`src/rtl/rshift_multicycle.sv`:
```
// rshift_multicycle: iterative log-stage right shifter (logical/arithmetic) with start/ready handshake.
// Optional build macro RSHIFT_EARLY_DONE_EN: finish as soon as the remaining amount bits are all zero.
module rshift_multicycle #(
    parameter int WIDTH   = 32,
    parameter int SHAMT_W = 5
) (
    input  logic               clock,
    input  logic               reset,
    input  logic               ctrl_start,
    input  logic               ctrl_arith,
    input  logic [SHAMT_W-1:0] ctrl_shiftamt,
    input  logic [WIDTH-1:0]   data_operandA,
    output logic [WIDTH-1:0]   data_result,
    output logic               data_resultRDY,
    output logic               busy
);
    localparam int IDX_W = SHAMT_W > 1 ? $clog2(SHAMT_W) : 1;

    typedef enum logic [1:0] {IDLE, SHIFT, DONE} state_t;

    state_t             state, state_nxt;
    logic [WIDTH-1:0]   work, stage_val;
    logic [SHAMT_W-1:0] amt, step;
    logic [IDX_W-1:0]   idx;
    logic               arith, accept, last, skip_all;

    assign step = SHAMT_W'(1) << idx;
    assign stage_val = amt[idx] ? (arith ? WIDTH'($signed(work) >>> step) : work >> step) : work;
`ifdef RSHIFT_EARLY_DONE_EN
    assign last     = (idx == '0) || ((amt & (step - SHAMT_W'(1))) == '0);
    assign skip_all = ctrl_shiftamt == '0;
`else
    assign last     = idx == '0;
    assign skip_all = 1'b0;
`endif
    assign busy           = state == SHIFT;
    assign data_resultRDY = state == DONE;

    // State register
    always_ff @(posedge clock or posedge reset) begin
        if (reset) state <= IDLE;
        else       state <= state_nxt;
    end

    // Next state: a start is taken in IDLE or DONE, never while shifting
    always_comb begin
        accept    = ctrl_start && state != SHIFT;
        state_nxt = IDLE;
        if (accept)              state_nxt = skip_all ? DONE : SHIFT;
        else if (state == SHIFT) state_nxt = last ? DONE : SHIFT;
    end

    // Datapath: latch the request, then apply one power-of-two stage per clock, MSB stage first
    always_ff @(posedge clock or posedge reset) begin
        if (reset) begin
            work        <= '0;
            amt         <= '0;
            arith       <= 1'b0;
            idx         <= '0;
            data_result <= '0;
        end else if (accept) begin
            work  <= data_operandA;
            amt   <= ctrl_shiftamt;
            arith <= ctrl_arith;
            idx   <= IDX_W'(SHAMT_W - 1);
            if (skip_all) data_result <= data_operandA;
        end else if (state == SHIFT) begin
            work <= stage_val;
            if (last) data_result <= stage_val;
            else      idx <= idx - IDX_W'(1);
        end
    end
endmodule

```
`config.mk`:
```
export PLATFORM = sky130hd
export DESIGN_NAME = rshift_multicycle
export DESIGN_NICKNAME = d
export VERILOG_FILES = /design/src/rtl/rshift_multicycle.sv
export SDC_FILE = /design/constraint.sdc
export NUM_CORES = 1
export LEC_CHECK = 0
export BUFFER_PORTS_ARGS = -buffer_cell sky130_fd_sc_hd__buf_2
export CORE_ASPECT_RATIO = 1.2
export CORE_UTILIZATION = 40
export DETAILED_ROUTE_END_ITERATION = 8
export PLACE_DENSITY = 0.71
export SLEW_MARGIN = 5
export SYNTH_ARGS = -nofsm -noshare
export SYNTH_HDL_FRONTEND = slang
export SYNTH_SLANG_ARGS = --single-unit
```
`constraint.sdc`:
```
create_clock -name clock -period 2.45 [get_ports clock]
set_clock_uncertainty 0.15 [all_clocks]
set_input_delay 0.1225 -clock clock [delete_from_list [all_inputs] [get_ports clock]]
set_output_delay 0.1225 -clock clock [all_outputs]
set_load 0.05 [all_outputs]
```
# Word-level counts from Yosys, hierarchy flattened

Index checks and enable logic that the tools add are counted.

Bitwise logic cells: 1
Muxes and demuxes: 12
Reduce and logical (&&, ||, !) cells: 5
Order comparisons: 1
Add/sub/neg operators: 1
Equal/unequal tests: 4
Shifts and indexed selects: 3

Operator list:

| kind                                                        | number |
|---|---|
| 2-to-1 mux 32 bit                                           | 4 |
| right shift 32 x 5 -> 32 bit                                | 1 |
| >>> shifter 32 x 5 -> 32 bit                                | 1 |
| 2-to-1 mux 3 bit                                            | 3 |
| 2-to-1 mux 2 bit                                            | 3 |
| left shift 1 x 3 -> 5 bit (first input constant)            | 1 |
| less-than comparator 3 x 4 -> 1 bit (second input constant) | 1 |
| binary-select mux 1 bit (select 3 bit)                      | 1 |
| zero test 3 bit                                             | 1 |
| AND reduction 3 bit                                         | 1 |
| subtractor 3 x 1 -> 3 bit (second input constant)           | 1 |
| equality test 2 x 1 -> 1 bit (second input constant)        | 1 |
| equality test 2 bit (second input constant)                 | 1 |
| != test 2 x 1 -> 1 bit (second input constant)              | 1 |
| != test 2 bit (second input constant)                       | 1 |
| AND reduction 2 bit                                         | 1 |
| nonzero test 2 bit                                          | 1 |
| logical AND 1 bit                                           | 1 |
| 2-to-1 mux 1 bit                                            | 1 |
| inverter 1 bit                                              | 1 |

Bits of input ports: 41
Logic and storage cells: 33
Register bits: 75

# Logic depth before layout (Yosys ltp)

Depth in word-level cells: 6
Gate-level depth with buffers: 12

# Worst setup path after synthesis

OpenSTA, ideal clock, no wires.

Path type: register to register
Start point: reg idx[0]
End point: reg work[17]
Arrival: 2.244 ns
Setup time: 0.164 ns
Setup slack: -0.107 ns
Data required time: 2.136 ns
Cell stages (with the launch flop): 11
Path buffers: 2
Cells stage by stage: dfrtp_1 > inv_1 > ha_1 > buf_4 > or4b_4 > buf_6 > o22ai_1 > nor3_1 > a221o_1 > o211ai_2 > a21oi_1

Cells in the longest elaborated chain, start to end: 6
Elaborated cells between the ends (all ways): 9

Ends and longest elaborated chain:

| item                                                                         | RTL line | source |
|---|---|---|
| start: declaration                                                           | 24       | `logic [IDX_W-1:0] idx;` |
| start signal: assignment                                                     | 65       | `idx <= IDX_W'(SHAMT_W - 1);` |
| start signal: assignment                                                     | 70       | `else idx <= idx - IDX_W'(1);` |
| left shift 1 x 3 -> 5 bit                                                    | 27       | `assign step = SHAMT_W'(1) << idx;` |
| right shift 32 x 5 -> 32 bit or >>> shifter 32 x 5 -> 32 bit (tied branches) | 28       | `assign stage_val = amt[idx] ? (arith ? WIDTH'($signed(work) >>> step) : work >> step) : work;` |
| 2-to-1 mux 32 bit                                                            | 28       |  |
| 2-to-1 mux 32 bit (*)                                                        | 28       |  |
| 2-to-1 mux 32 bit (*)                                                        | 67       | `end else if (state == SHIFT) begin` |
| 2-to-1 mux 32 bit (*)                                                        | 61       | `end else if (accept) begin` |
| end signal: assignment                                                       | 62       | `work <= data_operandA;` |
| end signal: assignment                                                       | 68       | `work <= stage_val;` |
| end: declaration                                                             | 22       | `logic [WIDTH-1:0] work, stage_val;` |

Every way passes the cells marked *; elsewhere a longest branch is shown, timed or not. The select of a mux whose other input is x is not followed.
A chain may end at the register's enable or synchronous reset.

# Worst setup path in the final report

Start point: reg idx[1]
End point: reg work[3]

Same word-level chain as after synthesis.

==> flow_summary.toml <==
[status]
outcome = "finished with violations"
violations = "negative setup slack"

[clock_tree]
clk_latency_ps = 350
clockRootBuffer = "clkbuf_16"
clkSinkCount = 75
cts_buffers = 9
cts_tree = "built"
cts.htree.levels = 3
clkTransAtPathRegs_ps = 70
cts.path.max_buffers = 2

[synthesis]
synth_cell_types = 78
yosysMostFrequentCell = "nand2_1"
yosysTopAreaCell = "dfrtp_1"
synth_flop_cell = "dfrtp_1"
netlist_area_um2 = 5890
postSynthCellCount = 673
synth_common_cells = "nand2_1 (84), dfrtp_1 (75), a21oi_1 (66)"
synth-seq-cells = 75
yosys-top-cells-area = "dfrtp_1 (32%), mux4_2 (7.3%), a21oi_1 (5.6%), nand2_1 (5.4%), o21ai_0 (4.6%)"
syn_area_per_cell_um2 = 8.75
async_flop_share_pct = 100
ys_warn_count = 0
synth_nets = 719
synth_seq_area_share_pct = 31.9
synth_edf_count = 0
synth_top_area_share_pct = 31.9

[floorplanning]
die_y_um = 135
die_area_um2 = 15200
die_width_um = 113
start_util_pct = 41.0
pin_count = 75
coreArea_um2 = 14400
rows = 48

[worst_setup_path]
required_ps = 2530
cp_data_arrival_time_ps = 2800
crit_type = "reg2reg"
cp_max_fo = 11
reg2regPathDepth = 10
crit_path_end_kind = "flop"
cp-start-kind = "flop"

[sta]
slew_viol_final = 0
whs_ps = 21.1
worstMarginPinSlew_ps = 654
timing.final.crit_period_ps = 2730
min_period_over_period_pct = 111
fmax_ghz = 0.367
relSlewSlack_pct = 56.3
setup_viol = 54
rsz0062_at_grt = "true"
setup_slack_ps = -275
finalHoldViolations = 0

[global_route]
grt_pass1_vias = 6774
grt_usage_pct = 33.3
antenna_found_initial = 0
grt_pass1_wl_mm = 38.4
grt_max_degree = 41
grt-ovfl-total = 0

[placed_design]
place_hpwl_mm = 18.1
pre_cts_slack_ps = -422
place.gp.congestion = 1.07
place_inst = 1000
io_buffer_count = 74

[cells_and_area]
fill_cells = 1123
drive_above_1_share_pct = 48.4
multi_input_area_um2 = 4330
utilization_pct = 62.9
seq_area_um2 = 1880
fin_cells = 1078
diodes = 0
fin_nets = 944
syn2layout_area_growth_pct = 53.4

[min_path]
hold_path_class = "in2reg"
min_path_cells = 4

[route]
drtIter0Drc = 820
drt-total-wl_mm = 25.1
first_pass_iters = 5
vias = 6909
postRouteAntennaNets = 0
via_per_inst = 6.41
avgRoutedWirePerCell_um = 23.3
drc = 0

[job]
max_cap_viol_count = 0
-- metrics by stage --
stage                     area (µm²)  TNS, ps
after detailed placement        7330   -11120
after global routing            9030   -11300
after floorplan                 5920    -23.5
final                           9030    -6480
after CTS                       8570    -5220
after global placement          7330    -8470
-- critical path, stage by stage, from the launching register on --
cell,delay (ps)
dfrtp_2,450
inv_4,100
ha_4,190
buf_6,190
buf_6,170
mux2_2,390
o22ai_1,300
nor4_2,90
o22a_1,230
a211oi_2,240
a21oi_1,100
-- routing by layer --
layer | up-vias | GRT usage (%) | share of wire, %
met5 | - | 0 | 0
met3 | 125 | 5.52 | 8.1
met2 | 459 | 55.5 | 48
li1 | 3000 | - | -
met4 | 0 | 20.8 | 6.2
met1 | 3325 | 40.2 | 37
-- logic make-up (layout without fill, tap and decap cells) --
| logic type | count (synthesis) | after routing | share of synthesized area (%) |
|---|---|---|---|
| AO/OA/AOI/OAI | 254 | 254 | 29.1 |
| buffers and inverters | 80 | 310 | 7.12 |
| adder cells (fa/ha/maj) | 5 | 5 | 1.06 |
| multiplexers | 55 | 55 | 13.8 |
| AND/OR/NAND/NOR | 204 | 204 | 17.1 |
| flip-flops | 75 | 75 | 31.9 |
-- cells in the final DEF (no fill, tap or decap), types with 5 or more instances in the layout --
| master | instances |
|---|---|
| a22oi_1 | 12 |
| buf_12 | 10 |
| dfrtp_1 | 72 |
| nand2_2 | 7 |
| nor2_2 | 6 |
| buf_4 | 138 |
| nand3_1 | 7 |
| a211oi_2 | 5 |
| and3_1 | 5 |
| o21ai_2 | 10 |
| o211a_1 | 5 |
| o22ai_1 | 12 |
| buf_2 | 74 |
| nand2_1 | 76 |
| nor2b_1 | 9 |
| clkbuf_16 | 9 |
| nor3_1 | 6 |
| mux4_2 | 19 |
| a221o_1 | 7 |
| o21ai_1 | 21 |
| nand3b_1 | 5 |
| mux2_2 | 18 |
| dlygate4sd3_1 | 35 |
| a21o_1 | 5 |
| a21oi_1 | 51 |
| o22ai_2 | 10 |
| nor2_1 | 37 |
| mux2i_4 | 5 |
| buf_6 | 21 |
| o21ai_0 | 28 |
| inv_1 | 10 |
| a21oi_2 | 14 |
| mux2i_1 | 11 |
-- worst paths after layout --
kind | end | from | slack (ps)
min in group asynchronous | data_result[9] | reset | 250
max in group asynchronous | idx[0] | reset | 1250
min | work[2] | data_operandA[2] | 20
min reg2reg | amt[0] | amt[0] | 330
max | work[3] | idx[1] | -280
max reg2reg | work[3] | idx[1] | -280
-- layout make-up --
cell class              instances  area share [%]
multi-input cells             518            47.9
repair buffers                281            24.9
flip-flops and latches         75            20.8
clock buffers                   9            2.49
well taps                     175            2.43
clock inverters                 7           0.762
inverters                      13           0.610
-- timing repair --
item / in CTS / in global routing
resized for setup: 106 / 86
hold buffers: 35 / 0
pin swaps: 45 / 39
endpoints found under the setup margin: 60 / 62
hold endpoints to repair: 69 / 0
buffers inserted: 14 / 14
cloned: 1 / 0
-- flip-flops by register name (all words and copies together), names as in the netlist --
name / cells
amt: 5
arith: 1
data_result: 32
idx: 3
state: 2
work: 32
Power is left out: the tool's default activity adds up to more than one toggle a clock period on the data nets, which glitch-free logic cannot reach.
